===== src/rtl/uart_rx_deser.sv =====
// UART receive deserialiser: 16x oversampled start/data/parity/stop framing,
// single-cycle FIFO write strobe and sticky framing/parity/overrun flags.
module uart_rx_deser #(
  parameter int DIV_W = 16
) (
  input  logic             clk,
  input  logic             rstn,
  input  logic             rxd,
  input  logic             rx_en,
  input  logic [DIV_W-1:0] baud_div,
  input  logic             parity_en,
  input  logic             parity_odd,
  input  logic             fifo_full,
  input  logic             err_clr,
  output logic             fifo_wr_en,
  output logic [7:0]       fifo_wr_data,
  output logic             frame_err,
  output logic             parity_err,
  output logic             overrun_err,
  output logic             busy
);

  typedef enum logic [2:0] {
    S_IDLE   = 3'd0,
    S_START  = 3'd1,
    S_DATA   = 3'd2,
    S_PARITY = 3'd3,
    S_STOP   = 3'd4
  } state_e;

  state_e           state_q, state_d;
  logic             rxd_meta_q, rxs_q, rxs_prev_q;
  logic             fall;
  logic [DIV_W-1:0] div_cnt_q, div_cnt_d;
  logic [DIV_W-1:0] div_last;
  logic             tick;
  logic             bit_end;
  logic [3:0]       scnt_q, scnt_d;
  logic [2:0]       bcnt_q, bcnt_d;
  logic [7:0]       shift_q, shift_d;
  logic             perr_q, perr_d;
  logic             wr_en_q, wr_en_d;
  logic [7:0]       wr_data_q, wr_data_d;
  logic             frame_err_q, parity_err_q, overrun_err_q;
  logic             set_frame, set_parity, set_overrun;

  // Two-flop synchroniser plus one history flop for falling-edge detection.
  always_ff @(posedge clk or negedge rstn) begin
    if (!rstn) begin
      rxd_meta_q <= 1'b1;
      rxs_q      <= 1'b1;
      rxs_prev_q <= 1'b1;
    end else begin
      rxd_meta_q <= rxd;
      rxs_q      <= rxd_meta_q;
      rxs_prev_q <= rxs_q;
    end
  end

  assign fall     = rxs_prev_q & ~rxs_q;
  assign div_last = (baud_div <= DIV_W'(1)) ? '0 : (baud_div - DIV_W'(1));
  assign tick     = (state_q != S_IDLE) && (div_cnt_q == div_last);
  assign bit_end  = tick && (scnt_q == 4'd15);

  always_comb begin
    state_d     = state_q;
    div_cnt_d   = div_cnt_q;
    scnt_d      = scnt_q;
    bcnt_d      = bcnt_q;
    shift_d     = shift_q;
    perr_d      = perr_q;
    wr_en_d     = 1'b0;
    wr_data_d   = wr_data_q;
    set_frame   = 1'b0;
    set_parity  = 1'b0;
    set_overrun = 1'b0;

    if (state_q != S_IDLE) begin
      if (tick) begin
        div_cnt_d = '0;
        scnt_d    = scnt_q + 4'd1;
      end else begin
        div_cnt_d = div_cnt_q + DIV_W'(1);
      end
    end

    case (state_q)
      S_IDLE: begin
        div_cnt_d = '0;
        scnt_d    = '0;
        if (rx_en && fall) begin
          state_d = S_START;
        end
      end
      S_START: begin
        // Mid start bit: a line back high means the edge was a glitch.
        if (tick && (scnt_q == 4'd7)) begin
          if (!rxs_q) begin
            state_d = S_DATA;
            scnt_d  = '0;
            bcnt_d  = '0;
            perr_d  = 1'b0;
          end else begin
            state_d = S_IDLE;
          end
        end
      end
      S_DATA: begin
        if (bit_end) begin
          shift_d = {rxs_q, shift_q[7:1]};
          bcnt_d  = bcnt_q + 3'd1;
          if (bcnt_q == 3'd7) begin
            state_d = parity_en ? S_PARITY : S_STOP;
          end
        end
      end
      S_PARITY: begin
        if (bit_end) begin
          perr_d  = ((^shift_q) ^ rxs_q) != parity_odd;
          state_d = S_STOP;
        end
      end
      S_STOP: begin
        if (bit_end) begin
          state_d = S_IDLE;
          if (!rxs_q) begin
            set_frame = 1'b1;
          end else if (fifo_full) begin
            set_overrun = 1'b1;
          end else begin
            wr_en_d    = 1'b1;
            wr_data_d  = shift_q;
            set_parity = perr_q;
          end
        end
      end
      default: begin
        state_d = S_IDLE;
      end
    endcase

    // Disabling the receiver abandons any frame without side effects.
    if (!rx_en) begin
      state_d     = S_IDLE;
      wr_en_d     = 1'b0;
      wr_data_d   = wr_data_q;
      set_frame   = 1'b0;
      set_parity  = 1'b0;
      set_overrun = 1'b0;
    end
  end

  always_ff @(posedge clk or negedge rstn) begin
    if (!rstn) begin
      state_q       <= S_IDLE;
      div_cnt_q     <= '0;
      scnt_q        <= '0;
      bcnt_q        <= '0;
      shift_q       <= '0;
      perr_q        <= 1'b0;
      wr_en_q       <= 1'b0;
      wr_data_q     <= '0;
      frame_err_q   <= 1'b0;
      parity_err_q  <= 1'b0;
      overrun_err_q <= 1'b0;
    end else begin
      state_q       <= state_d;
      div_cnt_q     <= div_cnt_d;
      scnt_q        <= scnt_d;
      bcnt_q        <= bcnt_d;
      shift_q       <= shift_d;
      perr_q        <= perr_d;
      wr_en_q       <= wr_en_d;
      wr_data_q     <= wr_data_d;
      // Set has priority over a coincident clear.
      frame_err_q   <= set_frame   | (frame_err_q   & ~err_clr);
      parity_err_q  <= set_parity  | (parity_err_q  & ~err_clr);
      overrun_err_q <= set_overrun | (overrun_err_q & ~err_clr);
    end
  end

  assign fifo_wr_en   = wr_en_q;
  assign fifo_wr_data = wr_data_q;
  assign frame_err    = frame_err_q;
  assign parity_err   = parity_err_q;
  assign overrun_err  = overrun_err_q;
  assign busy         = (state_q != S_IDLE);

endmodule


===== config.mk =====
export PLATFORM = sky130hd
export DESIGN_NAME = uart_rx_deser
export DESIGN_NICKNAME = d
export VERILOG_FILES = /design/src/rtl/uart_rx_deser.sv
export SDC_FILE = /design/constraint.sdc
export NUM_CORES = 1
export LEC_CHECK = 0
export CELL_PAD_IN_SITES_DETAIL_PLACEMENT = 2
export CELL_PAD_IN_SITES_GLOBAL_PLACEMENT = 2
export CORE_ASPECT_RATIO = 1.1
export CORE_MARGIN = 2
export CORE_UTILIZATION = 38
export CTS_CLUSTER_DIAMETER = 60
export DETAILED_ROUTE_END_ITERATION = 10
export HOLD_SLACK_MARGIN = 0.06
export PLACE_DENSITY = 0.93
export SLEW_MARGIN = 10
export SYNTH_ARGS = -nofsm -noshare
export SYNTH_HDL_FRONTEND = slang
export SYNTH_SLANG_ARGS = --single-unit

===== constraint.sdc =====
create_clock -name clk -period 7.6 [get_ports clk]
set_input_delay 1.52 -clock clk [delete_from_list [all_inputs] [get_ports clk]]
set_output_delay 1.52 -clock clk [all_outputs]
set_load 0.005 [all_outputs]

==> results.json, run 1 <==
{
  "status": "finished, final reports clean",
  "r2r-end": "div_cnt_q[14]",
  "rrSetupSlack_ns": 4.08,
  "antenna_cells": 0,
  "die_h_um": 102,
  "power_frac_comb_pct": 13.4,
  "fill_cells": 946,
  "muxShareOfSynthArea_pct": 8.58,
  "vias": 2963,
  "clk-insertion-delay-late_ns": 0.31,
  "synth_common_cells": "dfrtp_1, nor2_1, nand2_1",
  "grt_pass1_vias": 3302,
  "dpl.hpwl_mm": 7.87,
  "final_hold_viol_count": 0,
  "yosys_warnings": 0,
  "ys_dominant_reg_cell": "dfrtp_1",
  "drt_iter0_markers": 88,
  "syn_to_final_growth_pct": 16.6,
  "clock_path_buffers": 2,
  "synth-xor-area-share_pct": 9.45,
  "fin_crit_sh_pct": 75.0,
  "fin_tns_setup_ns": 0,
  "clock.fmax_ghz": 0.176,
  "place_worst_setup_slack_ns": 1.54,
  "gp_congestion": 0.913,
  "synth_area_per_cell_um2": 9.13,
  "worstSetupEndpoint": "div_cnt_q[14]",
  "fin_crit_ns": 5.70,
  "drive_above_1_share_pct": 10.4,
  "cp-end-kind": "flip-flop",
  "drc_errors": 0,
  "p_sw_mw": 0.133,
  "core_mm2": 0.00841,
  "syn-num-nets": 391,
  "crit_arrival_ns": 5.83,
  "rsz0062_at_grt": "false",
  "cp_max_fo": 16,
  "timing.rr.start": "div_cnt_q[4]",
  "synthSimpleGateAreaFrac_pct": 26.6,
  "clock_power_share_pct": 32.4,
  "cts_setup_buffers": 0,
  "tightest_slew_ns": 1.16,
  "h-tree-depth": 2,
  "clock-sinks": 50,
  "viasPerCell": 5.87,
  "ys_seq_elements": 50,
  "initial_utilization_pct": 39.2,
  "routed_wl_mm": 10.4,
  "finalNonFillerCells": 505,
  "yosysSeqAreaShare_pct": 38.1,
  "p_per_area_mw_per_mm2": 130,
  "whs_ns": 0.365,
  "synth_compound_area_share_pct": 11.7,
  "cts_hold_buffers": 0,
  "synth.top_cell.area_share_pct": 35.7,
  "port_buffers": 36,
  "drv_cap": 0,
  "synth_cell_types": 62,
  "crit_type": "input pin to flip-flop",
  "yosysTopAreaCell": "dfrtp_1",
  "synthArstFlopShare_pct": 100,
  "power_frac_seq_pct": 54.2,
  "grt_pass1_wl_mm": 17.2,
  "synth_edf_count": 0,
  "grt_max_degree": 51,
  "synth_most_common_cell": "dfrtp_1",
  "crit_path_start": "baud_div[0]",
  "synth_area_leaders": "dfrtp_1, mux2_2, xnor2_1",
  "synth_top_family_by_area": "simple AND/OR/NAND/NOR gates",
  "slew_violations": 0,
  "p_leak_nw": 1.56,
  "fp.dieArea_mm2": 0.00943,
  "slew_headroom_pct": 21.9,
  "num_io_pins": 37,
  "dpl.cell_count": 497,
  "ant_nets": 0,
  "dr.pass1.iters": 5,
  "cts_resized": 0,
  "antenna_found_initial": 0,
  "cts.clk_slew.worst_paths_ns": 0.09,
  "cts-buffers-inserted": 5,
  "nNetsFinal": 423,
  "wl_per_cell_um": 20.7,
  "syn_inst": 361,
  "startpoint_type": "input pin",
  "setup_slack_ns": 1.90,
  "rows": 35,
  "synth_fa_ha_area_share_pct": 2.28,
  "vdd_ir_drop_max_uv": 144,
  "root_buffer": "clkbuf_8",
  "fin_skew_ns": 0.0108,
  "track_usage_pct": 23.5,
  "syn_area_mm2": 0.00330,
  "finalSetupViolCount": 0,
  "intPower_mw": 0.369,
  "r2r_cells": 6,
  "sw_frac_of_total_pct": 26.5,
  "cts_tree": "built",
  "critPathRequiredTime_ns": 7.73,
  "min_path_type": "flip-flop to flip-flop",
  "overflow": 0,
  "die_x_um": 92.8
}
==> logic make-up (layout without fill, tap and decap cells) <==
| kind of cell | count (synthesis) | after routing |
|---|---|---|
| AOI/OAI and AO/OA | 57 | 57 |
| xor gates and xnor gates | 34 | 34 |
| adders and majority gates | 6 | 6 |
| buffers and inverters | 28 | 61 |
| DFF | 50 | 50 |
| muxes | 26 | 26 |
| and+or+nand+nor | 160 | 160 |
==> metrics by stage <==
step / instance area (um2) / utilization (%) / total power, mW
after floorplan: 3300 / - / 0.309
after CTS: 3840 / 45.7 / 0.507
after global routing: 3840 / 45.7 / 0.522
final: 3840 / 45.7 / 0.502
after global placement: 3750 / 44.6 / 0.340
after detailed placement: 3750 / 44.6 / 0.344
==> power groups by stage <==
stage / sequential [mW] / clock [mW] / combinational, mW
floorplan: 0.275 / 0 / 0.0342
global placement: 0.277 / 0 / 0.0631
detailed placement: 0.277 / 0 / 0.0666
CTS: 0.272 / 0.167 / 0.0677
global route: 0.272 / 0.175 / 0.0741
finish: 0.272 / 0.162 / 0.0672
==> routing by layer <==
| layer | GRT usage, % | wire (um) | vias to the layer above |
|---|---|---|---|
| li1 | - | - | 1372 |
| met1 | 26.5 | 4240 | 1492 |
| met2 | 44.9 | 5600 | 74 |
| met3 | 2.68 | 253 | 25 |
| met4 | 9.73 | 346 | 0 |
| met5 | 0 | 0 | - |
==> state kept, by name, summed over array words and instances, names as in the netlist <==
register / count
rxs_prev_q: 1
fifo_wr_en: 1
parity_err: 1
state_q: 3
perr_q: 1
fifo_wr_data: 8
scnt_q: 4
bcnt_q: 3
frame_err: 1
rxd_meta_q: 1
shift_q: 8
div_cnt_q: 16
overrun_err: 1
rxs_q: 1
==> worst max-delay path: stages <==
cell,delay [ns]
clkdlybuf4s50_1,0.56
inv_1,0.13
ha_1,0.39
or3b_2,0.49
nor4_1,0.39
mux2_2,0.39
o41ai_1,0.52
nand3_1,0.27
o21ai_1,0.97
nor2_1,0.20
==> cells in the final DEF (no fill, tap or decap), drive strengths merged, types with 3 or more instances in the layout <==
cell | synthesis | layout
or3 | 9 | 9
nand4b | 4 | 4
dfstp | 3 | 3
nor2 | 41 | 41
clkbuf | 9 | 7
nand4 | 9 | 9
a21oi | 12 | 12
mux2 | 18 | 18
nand2b | 3 | 3
or4 | 6 | 6
mux2i | 8 | 8
and3 | 7 | 7
o21ai | 12 | 12
o41ai | 4 | 4
ha | 6 | 6
o22ai | 5 | 5
inv | 15 | 15
nor3 | 12 | 12
clkdlybuf4s50 | 0 | 35
buf | 4 | 3
nor4 | 8 | 8
nor2b | 5 | 5
xnor2 | 19 | 19
nand3 | 18 | 18
xor2 | 14 | 14
dfrtp | 47 | 47
nand2 | 27 | 27
==> area by class of cell <==
class | count | area, um2 | share of cell area, %
Clock buffer | 7 | 86.3 | 2.25
Clock inverter | 1 | 5.00 | 0.130
Inverter | 15 | 56.3 | 1.46
Multi-Input combinational cell | 283 | 1930 | 50.3
Sequential cell | 50 | 1250 | 32.6
Tap cell | 111 | 139 | 3.61
Timing Repair Buffer | 38 | 370 | 9.64
==> worst min-delay path by stage <==
stage	start	to	slack, ns	cells after the start
final	rxd_meta_q	rxs_q	0.36	0
after global routing	rxd_meta_q	rxs_q	0.37	0
after CTS	rxd_meta_q	rxs_q	0.36	0
after detailed placement	rxd_meta_q	rxs_q	0.35	0
after global placement	rxd_meta_q	rxs_q	0.35	0
after floorplan	rxd_meta_q	rxs_q	0.35	0
(Power assumes the default switching activity.)
==> run 2: changes to the inputs <==
Settings changed: CORE_UTILIZATION 38 to 32, PLACE_DENSITY 0.93 to 0.85.
Clock period 7.6 ns to 4.8 ns, I/O delays scaled along.
==> run 2 against run 1 <==
- first-iteration DRC count shrank 23%
- die area increased by 18%
- wire length shrank 2.5%
- sequential share of layout area down 1.1 points
- critical path type unchanged
- register-to-register slack got worse by 2.3 ns
- clock power up 59%
- clock-buffer cell count unchanged
- via count grew 1.5%
- critical path depth is 2 higher
- global-route usage decreased by 4.0 points
- final cell count rose by 5.0%
- largest power group unchanged
- clock skew is 0.00083 ns lower
==> results.json, run 2 (synthesis gave the netlist of run 1 again) <==
{
  "num_io_pins": 37,
  "clock_power_share_pct": 32.2,
  "viasPerCell": 5.67,
  "startpoint_type": "input pin",
  "dr.pass1.iters": 4,
  "status": "finished, final reports clean",
  "final_common_cell": "dfrtp_1",
  "cts_hold_buffers": 0,
  "slew_violations": 0,
  "drive_above_1_share_pct": 13.9,
  "power_frac_seq_pct": 53.7,
  "cp_max_fo": 9,
  "fin_crit_sh_pct": 93.3,
  "drc_errors": 0,
  "cpPeakStageDelay_ns": 0.55,
  "rrSetupSlack_ns": 1.82,
  "largest-register": "div_cnt_q",
  "p_per_area_mw_per_mm2": 202,
  "final_hold_viol_count": 0,
  "clock_path_buffers": 2,
  "rsz0062_at_grt": "false",
  "critPathRequiredTime_ns": 4.99,
  "overflow": 0,
  "worstSetupEndpoint": "shift_q[1]",
  "path_common_cell": "mux2_2",
  "antenna_cells": 0,
  "cpMaxStageDelayCell": "o41ai_1",
  "clock.fmax_ghz": 0.223,
  "die_x_um": 101,
  "seqCellArea_mm2": 0.00125,
  "cp_num_buf_inv": 3,
  "routed_wl_mm": 10.2,
  "place_area_mm2": 0.00388,
  "cp_top_family": "simple AND/OR/NAND/NOR gates",
  "grt_pass1_vias": 3384,
  "cts_setup_buffers": 0,
  "nNetsFinal": 439,
  "gp_congestion": 0.868,
  "power_frac_comb_pct": 14.0,
  "cts.clk_slew.worst_paths_ns": 0.09,
  "clock-sinks": 50,
  "grt_max_degree": 51,
  "p_leak_nw": 1.64,
  "tightest_slew_ns": 0.951,
  "intPower_mw": 0.590,
  "path_depth": 12,
  "worstHoldPathCells": 0,
  "timing.rr.start": "div_cnt_q[4]",
  "h-tree-depth": 2,
  "fp.dieArea_mm2": 0.0111,
  "clk-insertion-delay-late_ns": 0.31,
  "drv_cap": 0,
  "crit_arrival_ns": 4.67,
  "cts-buffers-inserted": 5,
  "cp-end-kind": "flip-flop",
  "rows": 38,
  "fin_skew_ns": 0.00993,
  "p_sw_mw": 0.211,
  "syn_to_final_growth_pct": 20.6,
  "slew_headroom_pct": 35.7,
  "r2r_cells": 7,
  "crit_type": "input pin to flip-flop",
  "post-route-cell-area_mm2": 0.00398,
  "port_buffers": 36,
  "ant_nets": 0,
  "root_buffer": "clkbuf_8",
  "min_path_type": "flip-flop to flip-flop",
  "cts_tree": "built",
  "drt_iter0_markers": 68,
  "vias": 3006,
  "track_usage_pct": 19.5,
  "vdd_ir_drop_max_uv": 182,
  "sw_frac_of_total_pct": 26.4,
  "initial_utilization_pct": 33.2,
  "die_h_um": 110,
  "dpl.hpwl_mm": 7.77,
  "crit_path_start": "baud_div[1]",
  "wl_per_cell_um": 19.2,
  "r2r-end": "shift_q[1]",
  "cts_resized": 0,
  "multiInputGateArea_mm2": 0.00193,
  "fill_cells": 1107,
  "core_mm2": 0.00994,
  "final_cell_mix": "dfrtp_1, nor2_1, clkdlybuf4s50_1",
  "fin_crit_ns": 4.48,
  "largest_register_ff_count": 16,
  "finalSetupViolCount": 0,
  "path_cells": "clkdlybuf4s50_1, inv_1, ha_1, or3b_2, nor4_1, mux2_2, o41ai_1, nand4b_1, nor4_4, buf_4, nand3_2, mux2_2",
  "antenna_found_initial": 0,
  "fin_tns_setup_ns": 0,
  "grt_pass1_wl_mm": 17.4
}
[run 2: cell count changes in the layout (fill, tap and decap cells not counted), sizes merged]
cell and delta:
buf +16
[run 2: worst min path at each step]
stage / startpoint / endpoint / slack [ns]
6_report: rxd_meta_q / rxs_q / 0.36
3_5_place_dp: rxd_meta_q / rxs_q / 0.35
3_3_place_gp: rxd_meta_q / rxs_q / 0.35
5_1_grt: rxd_meta_q / rxs_q / 0.37
2_1_floorplan: rxd_meta_q / rxs_q / 0.35
4_1_cts: rxd_meta_q / rxs_q / 0.36
[run 2: area by class of cell]
cell class / count / share of cell area (%)
Timing Repair Buffer: 54 / 12.3
Inverter: 15 / 1.42
Tap cell: 120 / 3.78
Clock inverter: 1 / 0.126
Clock buffer: 7 / 2.17
Multi-Input combinational cell: 283 / 48.6
Sequential cell: 50 / 31.6
[run 2: stage by stage]
step	power (mW)	hold WS, ns	setup slack, ns	utilization [%]	std cells
after detailed placement	0.552	0.350	0.00153	39.1	522
after floorplan	0.489	0.345	0.678	-	361
after global routing	0.841	0.369	0.0742	40.0	530
after global placement	0.547	0.346	0.132	39.1	522
after CTS	0.818	0.357	0.315	40.0	530
final	0.801	0.357	0.323	40.0	530
[run 2: power by group through the flow]
stage	clock, mW	combinational, mW	sequential, mW
after global placement	0	0.108	0.439
after detailed placement	0	0.113	0.439
after CTS	0.273	0.114	0.431
final	0.258	0.112	0.431
after floorplan	0	0.0542	0.435
after global routing	0.285	0.125	0.432
[run 2: routing by layer]
metal,GRT usage [%],vias to the layer above,share of wire (%)
met2,34.3,61,52
met1,24.0,1521,42
met5,0,-,0
li1,-,1405,-
met3,2.41,19,2.7
met4,7.03,0,2.7
